[config.mk]
export PLATFORM = sky130hd
export DESIGN_NAME = note_lane_dropper
export DESIGN_NICKNAME = d
export VERILOG_FILES = /design/src/rtl/note_lane_dropper.sv
export SDC_FILE = /design/constraint.sdc
export NUM_CORES = 1
export LEC_CHECK = 0
export ABC_AREA = 1
export BUFFER_PORTS_ARGS = -buffer_cell sky130_fd_sc_hd__buf_2
export CAP_MARGIN = 20
export CORE_ASPECT_RATIO = 0.75
export CORE_UTILIZATION = 32
export DETAILED_ROUTE_END_ITERATION = 7
export PLACE_DENSITY = 0.5
export SLEW_MARGIN = 20
export SYNTH_ARGS = -nofsm -noshare
export SYNTH_HDL_FRONTEND = slang
export SYNTH_SLANG_ARGS = --single-unit
[constraint.sdc]
create_clock -name frame_clk -period 3.8 [get_ports frame_clk]
set_input_delay 0.76 -clock frame_clk [delete_from_list [all_inputs] [get_ports frame_clk]]
set_output_delay 0.76 -clock frame_clk [all_outputs]
set_load 0.02 [all_outputs]
[src/rtl/note_lane_dropper.sv]
// Single-lane falling-note engine: spawns NOTE_COUNT notes, judges each as hit (Good/Perfect) or miss.
// Define NOTE_KEY_EDGE_EN to make the lane key count only on the frame it is first pressed.
module note_lane_dropper #(
    parameter int unsigned X_START     = 160,
    parameter int unsigned Y_START     = 100,
    parameter int unsigned Y_MAX       = 400,
    parameter int unsigned SPRITE_H    = 40,
    parameter int unsigned HIT_LO      = 340,
    parameter int unsigned PERFECT_LO  = 360,
    parameter int unsigned PERFECT_HI  = 380,
    parameter logic [7:0]  LANE_KEY    = 8'h07,
    parameter logic [7:0]  START_KEY   = 8'h2C,
    parameter logic [7:0]  RESTART_KEY = 8'h01,
    parameter int unsigned DELAY       = 2740,
    parameter int unsigned GAP         = 60,
    parameter int unsigned SPEED       = 1,
    parameter int unsigned NOTE_COUNT  = 4
) (
    input  logic       frame_clk,
    input  logic       Reset,
    input  logic [7:0] keycode,
    input  logic [7:0] keycode_second,
    output logic [9:0] drop_x,
    output logic [9:0] drop_y,
    output logic       visible,
    output logic       hit_pulse,
    output logic       perfect_pulse,
    output logic       miss_pulse,
    output logic [7:0] hit_count,
    output logic [7:0] miss_count,
    output logic       done
);

    typedef enum logic [1:0] {S_IDLE, S_WAIT, S_FALL, S_DONE} state_t;

    state_t      state_q, state_d;
    logic [9:0]  dropY_q, dropY_d;
    logic        visible_q, visible_d;
    logic        hitPulse_q, hitPulse_d;
    logic        perfectPulse_q, perfectPulse_d;
    logic        missPulse_q, missPulse_d;
    logic [7:0]  hitCount_q, hitCount_d;
    logic [7:0]  missCount_q, missCount_d;
    logic [7:0]  noteIdx_q, noteIdx_d;
    logic [11:0] frameCnt_q, frameCnt_d;
    logic        done_q, done_d;

    logic        startPressed, restartPressed, laneLevel, laneKey;
    logic [10:0] bottom;
    logic        atMiss, inWindow, inPerfect, judgeMiss, judgeHit, lastNote, waitDone;
    logic [11:0] waitLimit;
    logic [12:0] cntInc;

    assign startPressed   = (keycode == START_KEY)   || (keycode_second == START_KEY);
    assign restartPressed = (keycode == RESTART_KEY) || (keycode_second == RESTART_KEY);
    assign laneLevel      = (keycode == LANE_KEY)    || (keycode_second == LANE_KEY);

`ifdef NOTE_KEY_EDGE_EN
    logic lanePrev_q;

    always_ff @(posedge frame_clk) begin
        if (Reset) lanePrev_q <= 1'b0;
        else       lanePrev_q <= laneLevel;
    end

    assign laneKey = laneLevel & ~lanePrev_q;
`else
    assign laneKey = laneLevel;
`endif

    // Bottom edge is compared one bit wider so a note near 1023 cannot wrap back into the window.
    assign bottom    = {1'b0, dropY_q} + 11'(SPRITE_H);
    assign atMiss    = bottom >= 11'(Y_MAX);
    assign inWindow  = bottom >= 11'(HIT_LO);
    assign inPerfect = (bottom >= 11'(PERFECT_LO)) && (bottom < 11'(PERFECT_HI));
    assign judgeMiss = (state_q == S_FALL) && atMiss;
    assign judgeHit  = (state_q == S_FALL) && !atMiss && laneKey && inWindow;
    assign lastNote  = noteIdx_q == 8'(NOTE_COUNT - 1);
    assign waitLimit = (noteIdx_q == 8'd0) ? 12'(DELAY) : 12'(GAP);
    assign cntInc    = {1'b0, frameCnt_q} + 13'd1;
    assign waitDone  = cntInc >= {1'b0, waitLimit};

    always_ff @(posedge frame_clk) begin
        if (Reset) begin
            state_q        <= S_IDLE;
            dropY_q        <= 10'(Y_START);
            visible_q      <= 1'b0;
            hitPulse_q     <= 1'b0;
            perfectPulse_q <= 1'b0;
            missPulse_q    <= 1'b0;
            hitCount_q     <= 8'd0;
            missCount_q    <= 8'd0;
            noteIdx_q      <= 8'd0;
            frameCnt_q     <= 12'd0;
            done_q         <= 1'b0;
        end else begin
            state_q        <= state_d;
            dropY_q        <= dropY_d;
            visible_q      <= visible_d;
            hitPulse_q     <= hitPulse_d;
            perfectPulse_q <= perfectPulse_d;
            missPulse_q    <= missPulse_d;
            hitCount_q     <= hitCount_d;
            missCount_q    <= missCount_d;
            noteIdx_q      <= noteIdx_d;
            frameCnt_q     <= frameCnt_d;
            done_q         <= done_d;
        end
    end

    always_comb begin
        state_d = state_q;
        case (state_q)
            S_IDLE: if (startPressed) state_d = S_WAIT;
            S_WAIT: if (waitDone) state_d = S_FALL;
            S_FALL: if (judgeMiss || judgeHit) state_d = lastNote ? S_DONE : S_WAIT;
            S_DONE: if (restartPressed) state_d = S_IDLE;
            default: state_d = S_IDLE;
        endcase
    end

    // Datapath next values; pulses default low so each lasts exactly one frame.
    always_comb begin
        dropY_d        = dropY_q;
        visible_d      = visible_q;
        hitPulse_d     = 1'b0;
        perfectPulse_d = 1'b0;
        missPulse_d    = 1'b0;
        hitCount_d     = hitCount_q;
        missCount_d    = missCount_q;
        noteIdx_d      = noteIdx_q;
        frameCnt_d     = frameCnt_q;
        done_d         = (state_d == S_DONE);
        case (state_q)
            S_IDLE: begin
                if (startPressed) begin
                    hitCount_d  = 8'd0;
                    missCount_d = 8'd0;
                    noteIdx_d   = 8'd0;
                    frameCnt_d  = 12'd0;
                end
            end
            S_WAIT: begin
                frameCnt_d = cntInc[11:0];
                if (waitDone) begin
                    dropY_d    = 10'(Y_START);
                    visible_d  = 1'b1;
                    frameCnt_d = 12'd0;
                end
            end
            S_FALL: begin
                if (judgeMiss) begin
                    missPulse_d = 1'b1;
                    missCount_d = (missCount_q == 8'hFF) ? missCount_q : missCount_q + 8'd1;
                    visible_d   = 1'b0;
                end else if (judgeHit) begin
                    hitPulse_d     = 1'b1;
                    perfectPulse_d = inPerfect;
                    hitCount_d     = (hitCount_q == 8'hFF) ? hitCount_q : hitCount_q + 8'd1;
                    visible_d      = 1'b0;
                end else begin
                    dropY_d = dropY_q + 10'(SPEED);
                end
                if ((judgeMiss || judgeHit) && !lastNote) begin
                    noteIdx_d  = noteIdx_q + 8'd1;
                    frameCnt_d = 12'd0;
                end
            end
            S_DONE: visible_d = 1'b0;
            default: ;
        endcase
    end

    assign drop_x        = 10'(X_START);
    assign drop_y        = dropY_q;
    assign visible       = visible_q;
    assign hit_pulse     = hitPulse_q;
    assign perfect_pulse = perfectPulse_q;
    assign miss_pulse    = missPulse_q;
    assign hit_count     = hitCount_q;
    assign miss_count    = missCount_q;
    assign done          = done_q;

endmodule
After elaboration in Yosys (flattened, before gate mapping)
Cells that the tools add are included.
{"block": "word_totals", "reg_bits": 53, "inputBits": 18, "output_inout_bits": 41, "elab_cells": 105}
{"block": "classes", "addsub": 6, "order_cmp": 5, "n_eq_ne": 23, "muxes": 31, "bitwise": 2, "n_reduce_logical": 27}
{"op": "two-way mux 8 bit", "n": 7}
{"op": "two-way mux 12 bit", "n": 4}
{"op": "case mux 8 bit (2 select lines)", "n": 3}
{"op": "case mux 12 bit (3 select lines)", "n": 1}
{"op": ">= comparator 11 x 9 -> 1 bit, second input constant", "n": 3}
{"op": "two-way mux 10 bit", "n": 3}
{"op": "adder 8 x 1 -> 8 bit, second input constant", "n": 3}
{"op": "case mux 10 bit (2 select lines)", "n": 1}
{"op": "== test 8 x 1 -> 1 bit, second input constant", "n": 2}
{"op": "== test 8 x 3 -> 1 bit, second input constant", "n": 2}
{"op": "== test 8 x 6 -> 1 bit, second input constant", "n": 2}
{"op": "== test 8 bit, second input constant", "n": 2}
{"op": "!= test 2 bit, second input constant", "n": 8}
{"op": "adder 12 x 1 -> 13 bit, second input constant", "n": 1}
{"op": ">= comparator 13 x 12 -> 1 bit", "n": 1}
{"op": "adder 10 x 6 -> 11 bit, second input constant", "n": 1}
{"op": "< comparator 11 x 9 -> 1 bit, second input constant", "n": 1}
{"op": "adder 10 x 1 -> 10 bit, second input constant", "n": 1}
{"op": "two-way mux 2 bit", "n": 5}
{"op": "AND reduction 3 bit", "n": 3}
{"op": "== test 8 x 2 -> 1 bit, second input constant", "n": 1}
{"op": "zero test 8 bit", "n": 1}
{"op": "case mux 2 bit (4 select lines)", "n": 1}
{"op": "AND reduction 4 bit", "n": 2}
{"op": "17 further kinds", "n": 35}

Longest topological paths before layout
Gate-level depths: netlist of run 1.
{"block": "logic_depth", "depth_word": 10, "ltp_mapped": 17, "depth_no_buf": 17}

Least setup slack after synthesis of run 1
No wires, ideal clock.
{"block": "synth_path", "path_type": "reg2reg", "start": "register frameCnt_q[2]", "end": "register state_q[1]", "setup_time_ps": 128, "arrival_time_ps": 2154, "t_required_ps": 3672, "setup_slack_ps": 1518, "path_stages_with_launch": 18, "n_path_buf": 0, "period_less_slack_ps": 2282, "cell_sequence": "dfxtp_1 > nand2_1 > nor2_1 > nand3_1 > nor2_1 > nand2_1 > nor2_1 > xnor2_1 > inv_1 > ha_1 > nand2_1 > inv_1 > a21oi_1 > nand3_1 > nand2_2 > inv_1 > nor2_1 > nor2_1"}
{"block": "synth_between", "elab_chain_cells": 4}
{"element": "start, declared", "line": "45", "source": "logic [11:0] frameCnt_q, frameCnt_d;"}
{"element": "start signal, assigned", "line": "106", "source": "frameCnt_q <= frameCnt_d;"}
{"element": "adder 12 x 1 -> 13 bit", "line": "80", "source": "assign cntInc = {1'b0, frameCnt_q} + 13'd1;"}
{"element": ">= comparator 13 x 12 -> 1 bit", "line": "81", "source": "assign waitDone = cntInc >= {1'b0, waitLimit};"}
{"element": "two-way mux 2 bit", "line": "115", "source": "S_WAIT: if (waitDone) state_d = S_FALL;"}
{"element": "case mux 2 bit (4 select lines)", "line": "113", "source": "case (state_q)"}
{"element": "end signal, assigned", "line": "97", "source": "state_q <= state_d;"}
{"element": "end, declared", "line": "36", "source": "state_t state_q, state_d;"}
No other way between the ends.
A chain may end at the register's enable or synchronous reset.

Worst setup path after layout of run 1
Same ends and word-level chain as after synthesis.

==> run metrics, run 1 <==
YS warnings=0; Power Density=300 nW/µm²; post-synth top area share=29.7%; # H-tree levels=2; total CTS buffers=5; Required @ worst endpoint=3970 ps; predominant post-synthesis flop cell=dfxtp_1; Mapped Cells=542; Yosys reg bits=53; CP max FO=9; Final period util=69.0%; # rows=33; Commonest cells post-synth=nand2_1 (143), nor2_1 (58), nand3_1 (56); Worst-Margin Slew=847 ps; clock buffer depth=2; synthesis-to-finish area growth=12.4%; All-Layer GR Usage=16.6%; FF-to-FF End=state_q[1]$_SDFF_PP0_; Reg2Reg Launch Point=frameCnt_q[2]$_SDFFE_PP0P_; setup TNS=0 ps; Die ar.=11,600 µm²; Storage cell area=1060 µm²; clk_lat worst skew=300 ps; Pleak=1.75 nW; min Tclk post-route=2620 ps; Clock transition at path regs=70 ps; post-layout net count=616; RSZ-0062 raised after global routing=false; antenna violations before repair=0; y dimension of the die=93.5 µm; Max-Cap Viols=0; Vias/cell=4.81; core area=10,900 µm²; starting density of the core=32.8%; worst r2r path cells=17; max-slew violations=0; DIE WIDTH=124 µm; hpwl dp=6.80 mm; Worst EP arrival=2790 ps; top routing layer used=met4; fmax=381 MHz; CTS tree=built; Initial DRT Pass Iterations=5; placed insts=716; Top Ports=59; # diodes=0; met3 WL=409 µm; DRC viols=0; top post-synthesis cells by area=dfxtp_1 (30%), nand2_1 (15%), nand3_1 (7.8%); clock sink count=53; maximum vdd ir drop=0.000136 V; share of layout cells above drive strength 1=13.5%; GP Congestion=0.807; Filler cells=1,177; met2 wire len=3.80 mm; Root Buffer=clkbuf_16; Post-CTS Hold Buffers=0; Detailed Route WL=9.25 mm; GR Overflow Total=0; DRT antenna net count=0; Hold Path Class=flop to flop; hold_sp=visible$_SDFFE_PP0P_; routed length per instance=12.8 µm; Post-CTS Setup Inserts=0; area of the multi-input gates=2170 µm²; status=completed; I/O Buffers=48; first-pass GRT wire length=15.2 mm; final hold viol count=0; cell taking the most area after synthesis=dfxtp_1; Max-slew headroom=43.5%; post_cts resized=0; fraction of registers with async set or reset after synthesis=0%; register area share after synthesis=29.7%; register-to-register setup slack=1180 ps; CP Launch Type=flop; most numerous cell in the Yosys netlist=nand2_1; average cell area after synthesis=6.59 µm²; cell area after synthesis=3570 µm²; Post-synth EDFFs=0; Final setup viols=0; Distinct cells, synth=39; routed via count=3,486; non-filler cells in the finished layout=724; Iteration-0 DRC Markers=174; clock skew=8.38 ps; Metal-1 WL=4.98 mm; pin count of the biggest net entering global routing=42; WHS Endpoint=visible$_SDFFE_PP0P_; WS Path Type=flop to flop; crit end category=flop; Hold Crit Depth=2; Post-Route Utilization=36.8%; vias in the first global route=3,084
[sequential cells by signal, summed over array words and instances (netlist names)]
register / flops
frameCnt_q: 12
drop_y: 10
hit_count: 8
miss_count: 8
noteIdx_q: 8
state_q: 2
done: 1
hit_pulse: 1
miss_pulse: 1
perfect_pulse: 1
visible: 1
[logic make-up after synthesis]
| group | count (synthesis) | synth area share [%] |
|---|---|---|
| adders and majority gates | 15 | 5.25 |
| AOI/OAI and AO/OA | 60 | 9.31 |
| xor gates and xnor gates | 21 | 5.15 |
| and+or+nand+nor | 310 | 40.1 |
| buffers and inverters | 81 | 10.3 |
| DFF | 53 | 29.7 |
| other | 2 | 0.210 |
[area by class of cell]
type	instances	area share [%]
multi-input combinational	416	54.1
timing repair buffer	50	6.36
tap	140	4.36
clock buffer	8	3.40
inverter	57	5.33
sequential	53	26.4
[metal layers]
| layer | vias to the layer above | global-route usage [%] |
|---|---|---|
| met5 | - | 0 |
| met4 | 0 | 3.27 |
| met3 | 5 | 2.68 |
| met2 | 62 | 24.9 |
| met1 | 1586 | 24.9 |
| li1 | 1833 | - |
[layout by cell type, fill, tap and decap left out, types with 15 or more instances in the layout]
| cell type | n |
|---|---|
| nand3_1 | 56 |
| nand2_1 | 143 |
| ha_1 | 15 |
| buf_2 | 48 |
| dfxtp_1 | 53 |
| a21oi_1 | 42 |
| nand4_1 | 18 |
| inv_1 | 51 |
| nor2_1 | 58 |
[worst max-delay path by stage]
stage	startpoint	endpoint	slack, ps	cells after the start
3_5_place_dp	keycode_second[4]	hit_count[0]$_SDFFE_PP0P_	1020	10
6_report	frameCnt_q[2]$_SDFFE_PP0P_	state_q[1]$_SDFF_PP0_	1180	17
4_1_cts	frameCnt_q[2]$_SDFFE_PP0P_	state_q[1]$_SDFF_PP0_	1160	17
3_3_place_gp	keycode_second[2]	hit_count[0]$_SDFFE_PP0P_	1050	11
2_1_floorplan	frameCnt_q[2]$_SDFFE_PP0P_	state_q[1]$_SDFF_PP0_	1520	17
5_1_grt	frameCnt_q[2]$_SDFFE_PP0P_	state_q[1]$_SDFF_PP0_	710	17
[worst max-delay path, cell delays in order (launching register included)]
cell     delay (ps)
dfxtp_1         400
nand2_1          90
nor2_1          140
nand3_1         150
nor2_1          120
nand2_1          60
nor2_1          110
xnor2_1         130
inv_1            70
ha_1            270
nand2_1          80
inv_1            40
a21oi_1         190
nand3_1         140
nand2_2         180
inv_1           120
nor2_1          140
nor2_1           50
[per-stage QoR]
step           worst slack (ps)  cell area, µm²  hold slack (ps)  total power, mW
2_1_floorplan              1520            3600              451            0.727
3_3_place_gp               1050            3880              476            0.765
3_5_place_dp               1020            3880              477            0.767
4_1_cts                    1160            4020              490             1.22
5_1_grt                     706            4020              518             1.27
6_report                   1180            4020              482             1.21
[where the power goes]
group	internal (mW)	leakage (nW)	switching, mW	total, mW
combinational	0.0486	1.26	0.122	0.171
clock	0.246	0.0652	0.206	0.452
sequential	0.568	0.427	0.0154	0.583
total	0.862	1.75	0.343	1.21
(Power assumes the default switching activity.)
==> inputs of run 2 (changes only) <==
--- a/config.mk
+++ b/config.mk
@@ -11,7 +11,7 @@
 export CORE_ASPECT_RATIO = 0.75
 export CORE_UTILIZATION = 32
 export DETAILED_ROUTE_END_ITERATION = 7
-export PLACE_DENSITY = 0.5
+export PLACE_DENSITY = 0.52
 export SLEW_MARGIN = 20
 export SYNTH_ARGS = -nofsm -noshare
 export SYNTH_HDL_FRONTEND = slang
==> constraint.sdc (replaced) <==
create_clock -name frame_clk -period 2.34 [get_ports frame_clk]
set_input_delay 0.468 -clock frame_clk [delete_from_list [all_inputs] [get_ports frame_clk]]
set_output_delay 0.468 -clock frame_clk [all_outputs]
set_load 0.02 [all_outputs]
==> run 2 against run 1 <==
  * The flow now finishes with violations (setup timing)
  * Critical endpoint is now frameCnt_q[8]$_SDFFE_PP0P_
  * Sequential power up 62%
  * Highest routed layer unchanged
  * Global-route usage up 0.77 points
  * Cell count up 4.7%
  * Largest power group unchanged
  * First-iteration DRC count up 0.57%
==> run metrics, run 2 (synthesized netlist as in run 1, its figures left out) <==
setup TNS=-1120 ps (-1120 ps); Top Ports=59 (unchanged); crit end category=flop; setup ws final=-127 ps (-1310 ps); synthesis-to-finish area growth=25.1%; clock buffer depth=2 (unchanged); Hold Crit Depth=2 (unchanged); WHS Endpoint=visible$_SDFFE_PP0P_; Iteration-0 DRC Markers=175 (+0.57%); CTS tree=built; status=complete, but fails checks; Post-Route Utilization=41.0% (+4.2 points); DIE WIDTH=124 µm (unchanged); failing checks=setup timing; pin count of the biggest net entering global routing=41 (-2.4%); Initial DRT Pass Iterations=4 (-1); # diodes=0 (unchanged); CP max FO=5 (-4); Pleak=1.95 nW (+11%); All-Layer GR Usage=17.4% (+0.77 points); # rows=33 (unchanged); hpwl dp=7.22 mm (+6.1%); share of layout cells above drive strength 1=23.9% (+10 points); non-filler cells in the finished layout=758 (+4.7%); min Tclk post-route=2470 ps (-155 ps); Worst-Margin Slew=702 ps (-145 ps); GR Overflow Total=0 (unchanged); CP Launch Type=flop; Root Buffer=clkbuf_16; Final period util=105% (+36 points); y dimension of the die=93.5 µm (unchanged); commonest cells after routing, fill and taps aside=nand2_1 (132), nor2_1 (54), nand3_1 (52); Post-DP Area=4090 µm² (+5.4%); Power Density=489 nW/µm² (+63%); routed length per instance=13.2 µm (+3.4%); I/O Buffers=48 (unchanged); DRT antenna net count=0 (unchanged); final hold viol count=0 (unchanged); fmax=405 MHz (+6.3%); Worst EP arrival=2640 ps (-150 ps); total CTS buffers=5 (unchanged); Die ar.=11,600 µm² (unchanged); FF-to-FF End=frameCnt_q[8]$_SDFFE_PP0P_; placed insts=742 (+3.6%); Required @ worst endpoint=2510 ps (-1460 ps); register-to-register setup slack=-130 ps (-1310 ps); Max-slew headroom=53.0% (+9.6 points); hold_sp=visible$_SDFFE_PP0P_; first-pass GRT wire length=15.8 mm (+4.3%); CP max stage delay=340 ps (-60 ps); commonest non-fill, non-tap cell in the layout=nand2_1; Vias/cell=4.86 (+0.99%); maximum vdd ir drop=0.000420 V (+210%); clock sink count=53 (unchanged); worst-path cell chain=nand2_2 -> nor2_4 -> nand3_2 -> nor2_1 -> nand2_1 -> buf_4 -> o21ai_1 -> inv_1 -> ha_4 -> nand3_2 -> nor2_4 -> nand2_2 -> nand4_1 -> clkinvlp_4 -> nand2_1 -> a21oi_1; starting density of the core=32.8% (unchanged); # H-tree levels=2 (unchanged); Post-CTS Hold Buffers=0 (unchanged); clock skew=7.06 ps (-1.32 ps); Hold Path Class=flop to flop; post-layout net count=650 (+5.5%); GP Congestion=0.855 (+5.9%); slowest cell on the critical path=dfxtp_2; Final Cell Area=4470 µm² (+11%); core area=10,900 µm² (unchanged); clk_lat worst skew=300 ps (about the same); routed via count=3,686 (+5.7%); antenna violations before repair=0 (unchanged); WS Path Type=flop to flop; Reg with most FFs=frameCnt_q; Reg2Reg Launch Point=frameCnt_q[1]$_SDFFE_PP0P_; worst r2r path cells=16 (-1); Max-Cap Viols=0 (unchanged); Final setup viols=15 (+15); max reg flops=12 (unchanged); Clock transition at path regs=70 ps (about the same); Detailed Route WL=10.0 mm (+8.2%); vias in the first global route=3,276 (+6.2%); DRC viols=0 (unchanged); max-slew violations=0 (unchanged); RSZ-0062 raised after global routing=true
==> run 2: changes by cell type in the layout (fill, tap and decap cells not counted), sizes merged <==
cell	delta
nand4	+1
buf	+32
inv	+2
clkinvlp	+1
bufinv	+1
clkbuf	-3
==> run 2: area by class of cell <==
type | instances | area [µm²]
repair inverters | 1 | 7.51
clock buffers | 5 | 125
fillers | 1187 | 6430
multi-input cells | 417 | 2320
clock inverters | 3 | 47.5
flip-flops and latches | 53 | 1060
inverters | 57 | 216
well taps | 140 | 175
repair buffers | 82 | 508
==> run 2: per-layer routing <==
layer / track usage [%] / routed length [µm] / vias to the layer above
met5: 0 / 0 / -
met4: 4.37 / 135 / 0
met3: 3.35 / 475 / 14
met2: 25.9 / 4230 / 75
met1: 25.4 / 5170 / 1689
li1: - / - / 1908
==> run 2: power by group <==
part           internal, mW  total (mW)  switching, mW
sequential            0.921       0.945         0.0232
combinational         0.127       0.370          0.243
clock                 0.513       0.872          0.359
==> run 2: critical path, delay by kind of cell, from the launching register on <==
family	cells	cell delay (ps)
simple gates	10	1140
flops	1	340
fa+ha+maj	1	270
compound gates	2	120
buf+inv	3	470
==> run 2: worst max-delay path by stage <==
stage	start	endpoint	slack, ps	cells past startpoint
6_report	frameCnt_q[1]$_SDFFE_PP0P_	frameCnt_q[8]$_SDFFE_PP0P_	-130	16
5_1_grt	frameCnt_q[1]$_SDFFE_PP0P_	frameCnt_q[5]$_SDFFE_PP0P_	-270	16
4_1_cts	frameCnt_q[1]$_SDFFE_PP0P_	drop_y[5]$_SDFFE_PP1P_	-2	16
3_5_place_dp	frameCnt_q[1]$_SDFFE_PP0P_	frameCnt_q[0]$_SDFFE_PP0P_	-50	16
3_3_place_gp	frameCnt_q[1]$_SDFFE_PP0P_	frameCnt_q[0]$_SDFFE_PP0P_	3	16
2_1_floorplan	frameCnt_q[2]$_SDFFE_PP0P_	state_q[1]$_SDFF_PP0_	60	17
==> run 2: per-stage QoR <==
stage / worst slack (ps) / total power [mW] / hold WS, ps
global route: -272 / 2.29 / 515
CTS: -2.19 / 2.16 / 476
finish: -127 / 2.19 / 492
global placement: 3.48 / 1.27 / 470
detailed placement: -52.7 / 1.27 / 466
floorplan: 58.4 / 1.18 / 451
==> run 2: what timing repair did <==
| item | CTS | global route |
|---|---|---|
| cloned | 0 | 2 |
| pin swaps | 2 | 22 |
| setup endpoints to repair | 20 | 36 |
| gates resized for setup | 3 | 36 |
| buffers inserted | 0 | 6 |
| endpoints found under the hold margin | 0 | 0 |
